### src/rtl/vcm_pkg.sv
// Shared types and constants for the VCM focus-step I2C writer.
// Holds the FSM state set, quarter/byte index types and the step-to-byte packing helpers.
package vcm_pkg;

  typedef enum logic [2:0] {
    ST_IDLE  = 3'd0,
    ST_START = 3'd1,
    ST_BYTE  = 3'd2,
    ST_ACK   = 3'd3,
    ST_STOP  = 3'd4,
    ST_DONE  = 3'd5
  } vcm_state_e;

  typedef logic [1:0] quarter_t;
  typedef logic [1:0] byte_idx_t;

  localparam int unsigned STEP_W            = 10;
  localparam int unsigned B1_STEP_MSB       = 9;
  localparam int unsigned B1_STEP_LSB       = 4;
  localparam int unsigned B2_STEP_MSB       = 3;
  localparam int unsigned QUARTERS_PER_XFER = 116;

  // B1 carries the upper six step bits right-aligned, B2 the lower four left-aligned.
  function automatic logic [7:0] pack_b1(input logic [STEP_W-1:0] step);
    return {2'b00, step[B1_STEP_MSB:B1_STEP_LSB]};
  endfunction

  function automatic logic [7:0] pack_b2(input logic [STEP_W-1:0] step);
    return {step[B2_STEP_MSB:0], 4'b0000};
  endfunction

endpackage

### src/rtl/vcm_step_writer_if.sv
// Step-request handshake plus the I2C pin-level signals of the VCM writer.
// The slave modport is the writer itself; the master modport is its environment.
interface vcm_step_writer_if;
  import vcm_pkg::*;

  logic                CAMERA_I2C_RELAESE;
  logic [STEP_W-1:0]   STEP_REQ;
  logic                STEP_VALID;
  logic                STEP_READY;
  logic                VCM_I2C_SCL;
  logic                SDA_OE;
  logic                SDA_IN;
  logic                VCM_RELAESE;
  logic [STEP_W-1:0]   STEP;
  logic                ACK_ERR;

  modport slave (
    input  CAMERA_I2C_RELAESE, STEP_REQ, STEP_VALID, SDA_IN,
    output STEP_READY, VCM_I2C_SCL, SDA_OE, VCM_RELAESE, STEP, ACK_ERR
  );

  modport master (
    output CAMERA_I2C_RELAESE, STEP_REQ, STEP_VALID, SDA_IN,
    input  STEP_READY, VCM_I2C_SCL, SDA_OE, VCM_RELAESE, STEP, ACK_ERR
  );

endinterface

### src/rtl/i2c_quarter_tick.sv
// Free-running quarter-SCL-period counter; tick marks the last cycle of each quarter.
// Restart forces the count back to zero so a new transaction starts on a full quarter.
module i2c_quarter_tick #(
  parameter int unsigned SCL_QUARTER = 125
) (
  input  logic clk,
  input  logic rst,
  input  logic restart,
  output logic tick
);

  localparam int unsigned CW = (SCL_QUARTER > 1) ? $clog2(SCL_QUARTER) : 1;
  localparam logic [CW-1:0] TERM = CW'(SCL_QUARTER - 1);

  logic [CW-1:0] count_q;
  logic [CW-1:0] count_d;

  // Next count: restart wins, otherwise wrap at terminal count.
  always_comb begin
    count_d = count_q;
    if (restart) begin
      count_d = '0;
    end else if (count_q == TERM) begin
      count_d = '0;
    end else begin
      count_d = count_q + 1'b1;
    end
  end

  // Count register.
  always_ff @(posedge clk) begin
    if (rst) begin
      count_q <= '0;
    end else begin
      count_q <= count_d;
    end
  end

  assign tick = (count_q == TERM) && !restart;

endmodule

### src/rtl/vcm_step_writer.sv
// VCM focus writer: after camera config is done, turns each 10-bit step request
// into a 3-byte I2C write {addr+W, step[9:4], step[3:0]<<4} and reports the result.
module vcm_step_writer
  import vcm_pkg::*;
#(
  parameter int unsigned SCL_QUARTER = 125,
  parameter logic [6:0]  VCM_ADDR    = 7'h0C
) (
  input  logic              CLK_50,
  input  logic              RESET,
  vcm_step_writer_if.slave  bus
);

  vcm_state_e        state_q,   state_d;
  quarter_t          qtr_q,     qtr_d;
  logic [2:0]        bit_q,     bit_d;
  byte_idx_t         byte_q,    byte_d;
  logic [7:0]        shift_q,   shift_d;
  logic [STEP_W-1:0] shadow_q,  shadow_d;
  logic [STEP_W-1:0] step_q,    step_d;
  logic              fail_q,    fail_d;
  logic              scl_q,     scl_d;
  logic              sda_oe_q,  sda_oe_d;
  logic              rel_q,     rel_d;
  logic              ready_q,   ready_d;
  logic              ack_err_q, ack_err_d;
  logic              accept;
  logic              tick;

  assign accept = (state_q == ST_IDLE) && ready_q && bus.STEP_VALID;

  i2c_quarter_tick #(.SCL_QUARTER(SCL_QUARTER)) u_tick (
    .clk     (CLK_50),
    .rst     (RESET),
    .restart (accept),
    .tick    (tick)
  );

  // Sequencing: quarters advance on tick; states change on the last quarter of a slot.
  always_comb begin
    state_d   = state_q;
    qtr_d     = qtr_q;
    bit_d     = bit_q;
    byte_d    = byte_q;
    shift_d   = shift_q;
    shadow_d  = shadow_q;
    step_d    = step_q;
    fail_d    = fail_q;
    ack_err_d = 1'b0;
    case (state_q)
      ST_IDLE: begin
        if (accept) begin
          state_d  = ST_START;
          qtr_d    = 2'd0;
          bit_d    = 3'd0;
          byte_d   = 2'd0;
          fail_d   = 1'b0;
          shadow_d = bus.STEP_REQ;
          shift_d  = {VCM_ADDR, 1'b0};
        end else begin
          state_d = ST_IDLE;
        end
      end
      ST_START: begin
        if (tick) begin
          qtr_d = qtr_q + 2'd1;
          if (qtr_q == 2'd3) begin
            state_d = ST_BYTE;
          end else begin
            state_d = ST_START;
          end
        end else begin
          qtr_d = qtr_q;
        end
      end
      ST_BYTE: begin
        if (tick) begin
          qtr_d = qtr_q + 2'd1;
          if (qtr_q == 2'd3) begin
            if (bit_q == 3'd7) begin
              state_d = ST_ACK;
              bit_d   = 3'd0;
            end else begin
              bit_d   = bit_q + 3'd1;
              shift_d = {shift_q[6:0], 1'b0};
            end
          end else begin
            state_d = ST_BYTE;
          end
        end else begin
          qtr_d = qtr_q;
        end
      end
      ST_ACK: begin
        if (tick) begin
          qtr_d = qtr_q + 2'd1;
          if (qtr_q == 2'd2) begin
            fail_d = bus.SDA_IN;
          end else if (qtr_q == 2'd3) begin
            // A NACK skips the remaining bytes and goes straight to STOP.
            if (fail_q || (byte_q == 2'd2)) begin
              state_d = ST_STOP;
            end else begin
              state_d = ST_BYTE;
              byte_d  = byte_q + 2'd1;
              if (byte_q == 2'd0) begin
                shift_d = pack_b1(shadow_q);
              end else begin
                shift_d = pack_b2(shadow_q);
              end
            end
          end else begin
            fail_d = fail_q;
          end
        end else begin
          qtr_d = qtr_q;
        end
      end
      ST_STOP: begin
        if (tick) begin
          qtr_d = qtr_q + 2'd1;
          if (qtr_q == 2'd3) begin
            state_d = ST_DONE;
            if (fail_q) begin
              ack_err_d = 1'b1;
            end else begin
              step_d = shadow_q;
            end
          end else begin
            state_d = ST_STOP;
          end
        end else begin
          qtr_d = qtr_q;
        end
      end
      ST_DONE: begin
        state_d = ST_IDLE;
      end
      default: begin
        state_d = ST_IDLE;
      end
    endcase
  end

  // Pin levels for the slot being entered, so the pins are plain flops.
  always_comb begin
    scl_d    = 1'b1;
    sda_oe_d = 1'b0;
    case (state_d)
      ST_START: begin
        scl_d    = (qtr_d < 2'd2);
        sda_oe_d = (qtr_d != 2'd0);
      end
      ST_BYTE: begin
        scl_d    = (qtr_d == 2'd1) || (qtr_d == 2'd2);
        sda_oe_d = ~shift_d[7];
      end
      ST_ACK: begin
        scl_d    = (qtr_d == 2'd1) || (qtr_d == 2'd2);
        sda_oe_d = 1'b0;
      end
      ST_STOP: begin
        scl_d    = (qtr_d != 2'd0);
        sda_oe_d = (qtr_d < 2'd2);
      end
      default: begin
        scl_d    = 1'b1;
        sda_oe_d = 1'b0;
      end
    endcase
    rel_d   = (state_d == ST_IDLE) || (state_d == ST_DONE);
    ready_d = (state_d == ST_IDLE) && bus.CAMERA_I2C_RELAESE;
  end

  // State and output registers.
  always_ff @(posedge CLK_50) begin
    if (RESET) begin
      state_q   <= ST_IDLE;
      qtr_q     <= 2'd0;
      bit_q     <= 3'd0;
      byte_q    <= 2'd0;
      shift_q   <= 8'h00;
      shadow_q  <= 10'd0;
      step_q    <= 10'd0;
      fail_q    <= 1'b0;
      scl_q     <= 1'b1;
      sda_oe_q  <= 1'b0;
      rel_q     <= 1'b1;
      ready_q   <= 1'b0;
      ack_err_q <= 1'b0;
    end else begin
      state_q   <= state_d;
      qtr_q     <= qtr_d;
      bit_q     <= bit_d;
      byte_q    <= byte_d;
      shift_q   <= shift_d;
      shadow_q  <= shadow_d;
      step_q    <= step_d;
      fail_q    <= fail_d;
      scl_q     <= scl_d;
      sda_oe_q  <= sda_oe_d;
      rel_q     <= rel_d;
      ready_q   <= ready_d;
      ack_err_q <= ack_err_d;
    end
  end

  assign bus.STEP_READY  = ready_q;
  assign bus.VCM_I2C_SCL = scl_q;
  assign bus.SDA_OE      = sda_oe_q;
  assign bus.VCM_RELAESE = rel_q;
  assign bus.STEP        = step_q;
  assign bus.ACK_ERR     = ack_err_q;

endmodule
### src/flat_wrapper.sv
// flat-port wrapper written by rule: the top's interface ports become plain ports
module vcm_step_writer_flat import vcm_pkg::*;
#(
  parameter int unsigned SCL_QUARTER = 125,
  parameter logic [6:0]  VCM_ADDR    = 7'h0C
)
  (CLK_50, RESET, bus_CAMERA_I2C_RELAESE, bus_STEP_REQ, bus_STEP_VALID, bus_SDA_IN, bus_STEP_READY, bus_VCM_I2C_SCL, bus_SDA_OE, bus_VCM_RELAESE, bus_STEP, bus_ACK_ERR);
  vcm_step_writer_if bus_i ();
  input  logic CLK_50;
  input  logic RESET;
  input wire logic [$bits(bus_i.CAMERA_I2C_RELAESE)-1:0] bus_CAMERA_I2C_RELAESE;
  input wire logic [$bits(bus_i.STEP_REQ)-1:0] bus_STEP_REQ;
  input wire logic [$bits(bus_i.STEP_VALID)-1:0] bus_STEP_VALID;
  input wire logic [$bits(bus_i.SDA_IN)-1:0] bus_SDA_IN;
  output wire logic [$bits(bus_i.STEP_READY)-1:0] bus_STEP_READY;
  output wire logic [$bits(bus_i.VCM_I2C_SCL)-1:0] bus_VCM_I2C_SCL;
  output wire logic [$bits(bus_i.SDA_OE)-1:0] bus_SDA_OE;
  output wire logic [$bits(bus_i.VCM_RELAESE)-1:0] bus_VCM_RELAESE;
  output wire logic [$bits(bus_i.STEP)-1:0] bus_STEP;
  output wire logic [$bits(bus_i.ACK_ERR)-1:0] bus_ACK_ERR;
  assign bus_i.CAMERA_I2C_RELAESE = bus_CAMERA_I2C_RELAESE;
  assign bus_i.STEP_REQ = bus_STEP_REQ;
  assign bus_i.STEP_VALID = bus_STEP_VALID;
  assign bus_i.SDA_IN = bus_SDA_IN;
  assign bus_STEP_READY = bus_i.STEP_READY;
  assign bus_VCM_I2C_SCL = bus_i.VCM_I2C_SCL;
  assign bus_SDA_OE = bus_i.SDA_OE;
  assign bus_VCM_RELAESE = bus_i.VCM_RELAESE;
  assign bus_STEP = bus_i.STEP;
  assign bus_ACK_ERR = bus_i.ACK_ERR;
  vcm_step_writer #(.SCL_QUARTER(SCL_QUARTER), .VCM_ADDR(VCM_ADDR)) u_core (.CLK_50(CLK_50), .RESET(RESET), .bus(bus_i));
endmodule
### config.mk
export PLATFORM = sky130hd
export DESIGN_NAME = vcm_step_writer_flat
export DESIGN_NICKNAME = d
export VERILOG_FILES = /design/src/rtl/vcm_pkg.sv /design/src/rtl/vcm_step_writer_if.sv /design/src/rtl/i2c_quarter_tick.sv /design/src/rtl/vcm_step_writer.sv /design/src/flat_wrapper.sv
export SDC_FILE = /design/constraint.sdc
export NUM_CORES = 1
export LEC_CHECK = 0
export CORE_MARGIN = 2
export CORE_UTILIZATION = 43
export CTS_CLUSTER_SIZE = 12
export DETAILED_ROUTE_END_ITERATION = 10
export SYNTH_ARGS = -nofsm -noshare
export SYNTH_HDL_FRONTEND = slang
export SYNTH_SLANG_ARGS = --single-unit
### constraint.sdc
create_clock -name CLK_50 -period 2.62 [get_ports CLK_50]
set_input_delay 0.262 -clock CLK_50 [delete_from_list [all_inputs] [get_ports CLK_50]]
set_output_delay 0.262 -clock CLK_50 [all_outputs]
set_load 0.01 [all_outputs]
==> results of run 1 <==
## cell usage in the layout, fill, tap and decap left out, types with 3 or more instances in the layout
cell             instances
a21oi_1                 25
a32oi_1                  4
buf_4                   15
clkbuf_8                 6
clkdlybuf4s50_1         29
dfxtp_1                 50
ha_1                     9
inv_1                   11
mux2i_1                 10
nand2_1                 41
nand3_1                  6
nand4_1                  5
nor2_1                  31
nor2b_1                  4
nor3_1                   3
nor3b_1                  3
o2111ai_1                3
o21ai_0                  3
or3_1                    5
xor2_1                   3
## tightest hold or removal path, cell delays in order (launching register included)
cell	delay, ns
dfxtp_1	0.32
nand2_1	0.05
a21oi_1	0.05
## logic make-up (layout without fill, tap and decap cells)
logic type / Yosys count / after routing / share of synthesized area
AOI/OAI and AO/OA: 58 / 58 / 0.171
xor gates and xnor gates: 5 / 5 / 0.0182
adders and majority gates: 9 / 9 / 0.0469
buffers and inverters: 27 / 63 / 0.0479
DFF: 51 / 51 / 0.425
muxes: 12 / 12 / 0.0510
and+or+nand+nor: 115 / 115 / 0.241
## synthesized netlist by cell type, types with 2 or more instances
cell       count  share of area
nand2_1       41          0.064
xnor2_1        2         0.0073
nand3_1        6          0.012
a31oi_1        2         0.0052
o2111ai_1      3          0.011
ha_1           9          0.047
nand4_1        5          0.013
nor2b_1        4          0.010
buf_1          2         0.0031
a32oi_1        4          0.015
o211ai_1       2         0.0062
buf_2          2         0.0042
xor2_1         3          0.011
inv_1         11          0.017
o21ai_0        3         0.0062
a221oi_1       2         0.0073
a21o_1         2         0.0062
nor3_1         3         0.0062
or3_1          5          0.013
mux2_2         2         0.0094
nor2_1        31          0.048
clkbuf_1      10          0.016
a21oi_1       25          0.052
or4b_2         2         0.0083
o311ai_0       2         0.0073
or4_1          2         0.0062
mux2i_1       10          0.042
dfxtp_1       51           0.42
nor3b_1        3         0.0094
## final cells by class
type	instances	area, um2
Fill cell	516	2520
Timing Repair Buffer	44	403
Clock inverter	2	16.3
Multi-Input combinational cell	199	1270
Inverter	11	41.3
Sequential cell	51	1020
Tap cell	72	90.1
Clock buffer	6	82.6
## per-layer routing
layer,global-route usage,vias to the layer above,part of all wire
li1,-,1052,-
met3,0.0432,9,0.044
met1,0.228,936,0.47
met5,0,-,0
met2,0.307,50,0.47
met4,0.0614,0,0.014
## through the flow
step	utilization	setup slack [ns]
final	0.537	0.279
after global routing	0.537	0.00480
after CTS	0.537	0.260
after detailed placement	0.519	0.209
after global placement	0.519	0.269
after floorplan	-	0.377
## worst min path at each step
stage                                       to  slack [ns]  cells past startpoint
2_1_floorplan  u_core.shadow_q[0]$_SDFFE_PP0P_        0.40                      2
3_3_place_gp    u_core.shift_q[5]$_SDFFE_PP0P_        0.44                      2
3_5_place_dp    u_core.shift_q[5]$_SDFFE_PP0P_        0.44                      2
4_1_cts         u_core.shift_q[5]$_SDFFE_PP0P_        0.46                      2
5_1_grt         u_core.shift_q[5]$_SDFFE_PP0P_        0.49                      2
6_report        u_core.shift_q[5]$_SDFFE_PP0P_        0.45                      2
## flip-flops by register name (all words and copies together) (netlist names)
signal and cells:
u_core.bus.STEP 10, u_core.shadow_q 10, u_core.shift_q 8, u_core.u_tick.count_q 7, u_core.bit_q 3, u_core.state_q 3
u_core.byte_q 2, u_core.qtr_q 2, u_core.bus.ACK_ERR 1, u_core.bus.SDA_OE 1, u_core.bus.STEP_READY 1, u_core.bus.VCM_I2C_SCL 1
u_core.bus.VCM_RELAESE 1, u_core.fail_q 1
## where the power goes
| part | switching (mW) | total [mW] | leakage [nW] | internal, mW |
|---|---|---|---|---|
| logic | 0.0513 | 0.102 | 0.543 | 0.0511 |
| registers | 0.0126 | 0.803 | 0.413 | 0.790 |
| clock network | 0.267 | 0.483 | 0.0474 | 0.216 |
## what timing repair did
action | 4_1_cts | 5_1_grt
resized for setup | 0 | 2
hold buffers | 0 | 0
endpoints found under the setup margin | 0 | 1
==> impl_metrics.toml, run 1 <==
[timing]
setup_tns_ns = 0
slew_headroom = 0.673
period_needed_ns = 2.34
max_freq_mhz = 427
grt_setup_unrepaired = "no"
worst_hold_slack_ns = 0.455
hold_viol = 0
tightest_slew_ns = 0.490
finalCritPeriodShare = 0.893
slew_violations = 0
final.setup_skew_ns = 0.00561
setup_viol = 0

[drt]
routedWlPerCell_um = 13.9
drt-initial-drc-count = 59
ant_nets = 0
drc = 0
num_vias = 2047
firstDrtPassIters = 4
routed_wl_mm = 5.37
viasPerCell = 5.32

[setup_path]
r2r_start = "u_core.qtr_q[0]$_SDFF_PP0_"
path_class = "reg -> reg"
cp-start-kind = "flop"
cp_slowest_cell = "or4b_4"
rrSetupSlack_ns = 0.28
crit_start = "u_core.qtr_q[0]$_SDFF_PP0_"
r2r_cells = 7
arrival_ns = 2.56
crit_end = "u_core.bus.SDA_OE$_SDFF_PP0_"
worst-path-max-fanout = 6
path_buf_inv = 1
cp-end-kind = "flop"
path_depth = 7
max_stage_delay_ns = 0.53
r2r-end = "u_core.bus.SDA_OE$_SDFF_PP0_"
cp_top_family = "compound AO/OA/AOI/OAI gates"
cp_cell_sequence = "inv_1 > ha_1 > or4b_4 > a2111oi_4 > nor3_2 > a211o_1 > a311oi_1"
required_ns = 2.84

[global_routing]
antenna_found_initial = 0
grt_pass1_wl_mm = 9.07
overflow = 0
grt_use_total = 0.182
grt_max_degree = 22
grt_pass1_vias = 1992

[final_layout]
stdcell_area_mm2 = 0.00292
layoutNonFillerInstCount = 385
num_antenna_cells = 0
areaGrowthSynthToFinish_pct = 21.6
final_layout_size_suffix_gt1_frac = 0.112
finalNetCount = 336

[placed_design]
post-place-cells = 377
placed_area_mm2 = 0.00282
gp_congestion = 0.917
post-dp-hpwl_mm = 3.92
portBuffers = 29

[clocking]
htreeDepth = 2
cts_tree = "built"
clk_pin_slew_ns = 0.09
clock-root-buffer = "clkbuf_8"
cts_inserted_buffers = 5
postCtsSetupBuffers = 0
clock_latency_ns = 0.30
clockBufferDepth = 2
numClockSinks = 51

[logic_synthesis]
synth_flop_cell = "dfxtp_1"
avgSynthCellArea_um2 = 8.68
synth-edff-count = 0
ys_ff_latch = 51
ys_types = 57
syn-cell-area_mm2 = 0.00240
ys_async_sr_fraction = 0
ys_seq_area_frac = 0.425
syn_inst = 277
syn-num-nets = 301
ys_warn_count = 0

[power]
peakVddDrop_uv = 213
p_leak_nw = 1.00
finalPower_mw = 1.39
powerDensity_mw_per_mm2 = 475

[hold_path]
min_from = "u_core.shift_q[5]$_SDFFE_PP0P_"
hp-class = "reg -> reg"

[floorplan]
dieArea_mm2 = 0.00620
ios = 30
fp.dieW_um = 78.8
rows = 27
die_h_um = 78.8
core_mm2 = 0.00544
start_util = 0.442

[job]
maxCapViolations = 0

[outcome]
status = "finished clean"
No activity file was read; power rests on OpenSTA's default activity.
==> inputs of run 2 (changes only) <==
Settings changed: SKIP_CTS_REPAIR_TIMING from default to 1.
Clock period 2.62 ns to 2.8 ns, I/O delays scaled along.
==> impl_metrics.toml, run 2 (synthesis gave the netlist of run 1 again) <==
[outcome]
status = "finished clean"

[setup_path]
required_ns = 2.98
path_class = "reg -> reg"
arrival_ns = 2.71
cp-end-kind = "flop"
cp-start-kind = "flop"
worst-path-max-fanout = 14

[floorplan]
die_h_um = 78.8
ios = 30
start_util = 0.442
dieArea_mm2 = 0.00620
core_mm2 = 0.00544
fp.dieW_um = 78.8
rows = 27

[drt]
dr_wl_met2_mm = 2.54
route.met3.wl_um = 211
highest_layer = "met4"
firstDrtPassIters = 4
routedWlPerCell_um = 14.4
drt-initial-drc-count = 105
viasPerCell = 5.44
drc = 0
wl_met1_mm = 2.64
routed_wl_mm = 5.44
num_vias = 2060
ant_nets = 0

[power]
powerDensity_mw_per_mm2 = 444
finalPower_mw = 1.27
p_leak_nw = 0.974
peakVddDrop_uv = 293

[timing]
slew_headroom = 0.623
period_needed_ns = 2.53
final.setup_skew_ns = 0.00654
tightest_slew_ns = 0.563
setup_tns_ns = 0
slew_violations = 0
grt_setup_unrepaired = "no"
setup_viol = 0
finalCritPeriodShare = 0.903
hold_viol = 0
max_freq_mhz = 396

[final_layout]
finalNetCount = 330
final_cell_mix = "dfxtp_1 (51), nand2_1 (41), nor2_1 (31), clkdlybuf4s50_1 (29), a21oi_1 (25)"
final_layout_size_suffix_gt1_frac = 0.0912
final_common_cell = "dfxtp_1"
areaGrowthSynthToFinish_pct = 19.2
num_antenna_cells = 0

[global_routing]
grt_max_degree = 27
grt_pass1_wl_mm = 9.09
antenna_found_initial = 0
overflow = 0
grt_pass1_vias = 1947
grt_use_total = 0.184

[clocking]
clock-root-buffer = "clkbuf_8"
clockBufferDepth = 2
numClockSinks = 51
clock_latency_ns = 0.31
cts_inserted_buffers = 5
cts_tree = "built"
htreeDepth = 2
clk_pin_slew_ns = 0.09

[hold_path]
hp-class = "reg -> reg"

[placed_design]
post-dp-hpwl_mm = 3.85
portBuffers = 29
gp_congestion = 0.909

[job]
maxCapViolations = 0
-- run 2: final timing paths --
path	from	end	slack [ns]	cells past startpoint
min	u_core.shift_q[6]$_SDFFE_PP0P_	u_core.shift_q[6]$_SDFFE_PP0P_	0.46	2
max	u_core.state_q[1]$_SDFF_PP0_	u_core.bus.VCM_I2C_SCL$_SDFF_PP1_	0.27	8
min reg2reg	u_core.shift_q[6]$_SDFFE_PP0P_	u_core.shift_q[6]$_SDFFE_PP0P_	0.46	2
max reg2reg	u_core.state_q[1]$_SDFF_PP0_	u_core.bus.VCM_I2C_SCL$_SDFF_PP1_	0.27	8
-- run 2: worst max-delay path: stages, from the launching register on --
cell and delay (ns):
dfxtp_1 0.59, nor3_1 0.17, a21o_1 0.25, a221oi_1 0.44, and2_1 0.22, ha_1 0.16, o311ai_0 0.12, a211oi_1 0.30
o221ai_1 0.16
-- run 2: stage by stage --
stage	utilization	setup slack, ns	hold slack, ns	std cells	instance area [um2]
after floorplan	-	0.557	0.416	277	2400
after global placement	0.511	0.328	0.442	371	2780
after detailed placement	0.511	0.287	0.446	371	2780
after CTS	0.527	0.327	0.459	379	2870
after global routing	0.527	0.111	0.489	379	2870
final	0.527	0.272	0.459	379	2870
-- run 2: power breakdown --
group / switching, mW / internal (mW) / total (mW)
registers: 0.0110 / 0.739 / 0.750
clock network: 0.252 / 0.177 / 0.428
logic: 0.0494 / 0.0452 / 0.0946
total: 0.312 / 0.961 / 1.27
-- run 2: cell type report --
type                    instances  area (um2)
clock inverters                 3        18.8
flip-flops and latches         51        1020
inverters                      11        41.3
multi-input cells             199        1270
clock buffers                   5        68.8
well taps                      72        90.1
repair buffers                 38         358
fillers                       534        2570
-- run 2: routing by layer --
metal / global-route usage / vias up
met3: 0.0352 / 6
met2: 0.320 / 44
met5: 0 / -
met4: 0.0596 / 0
met1: 0.228 / 967
li1: - / 1043
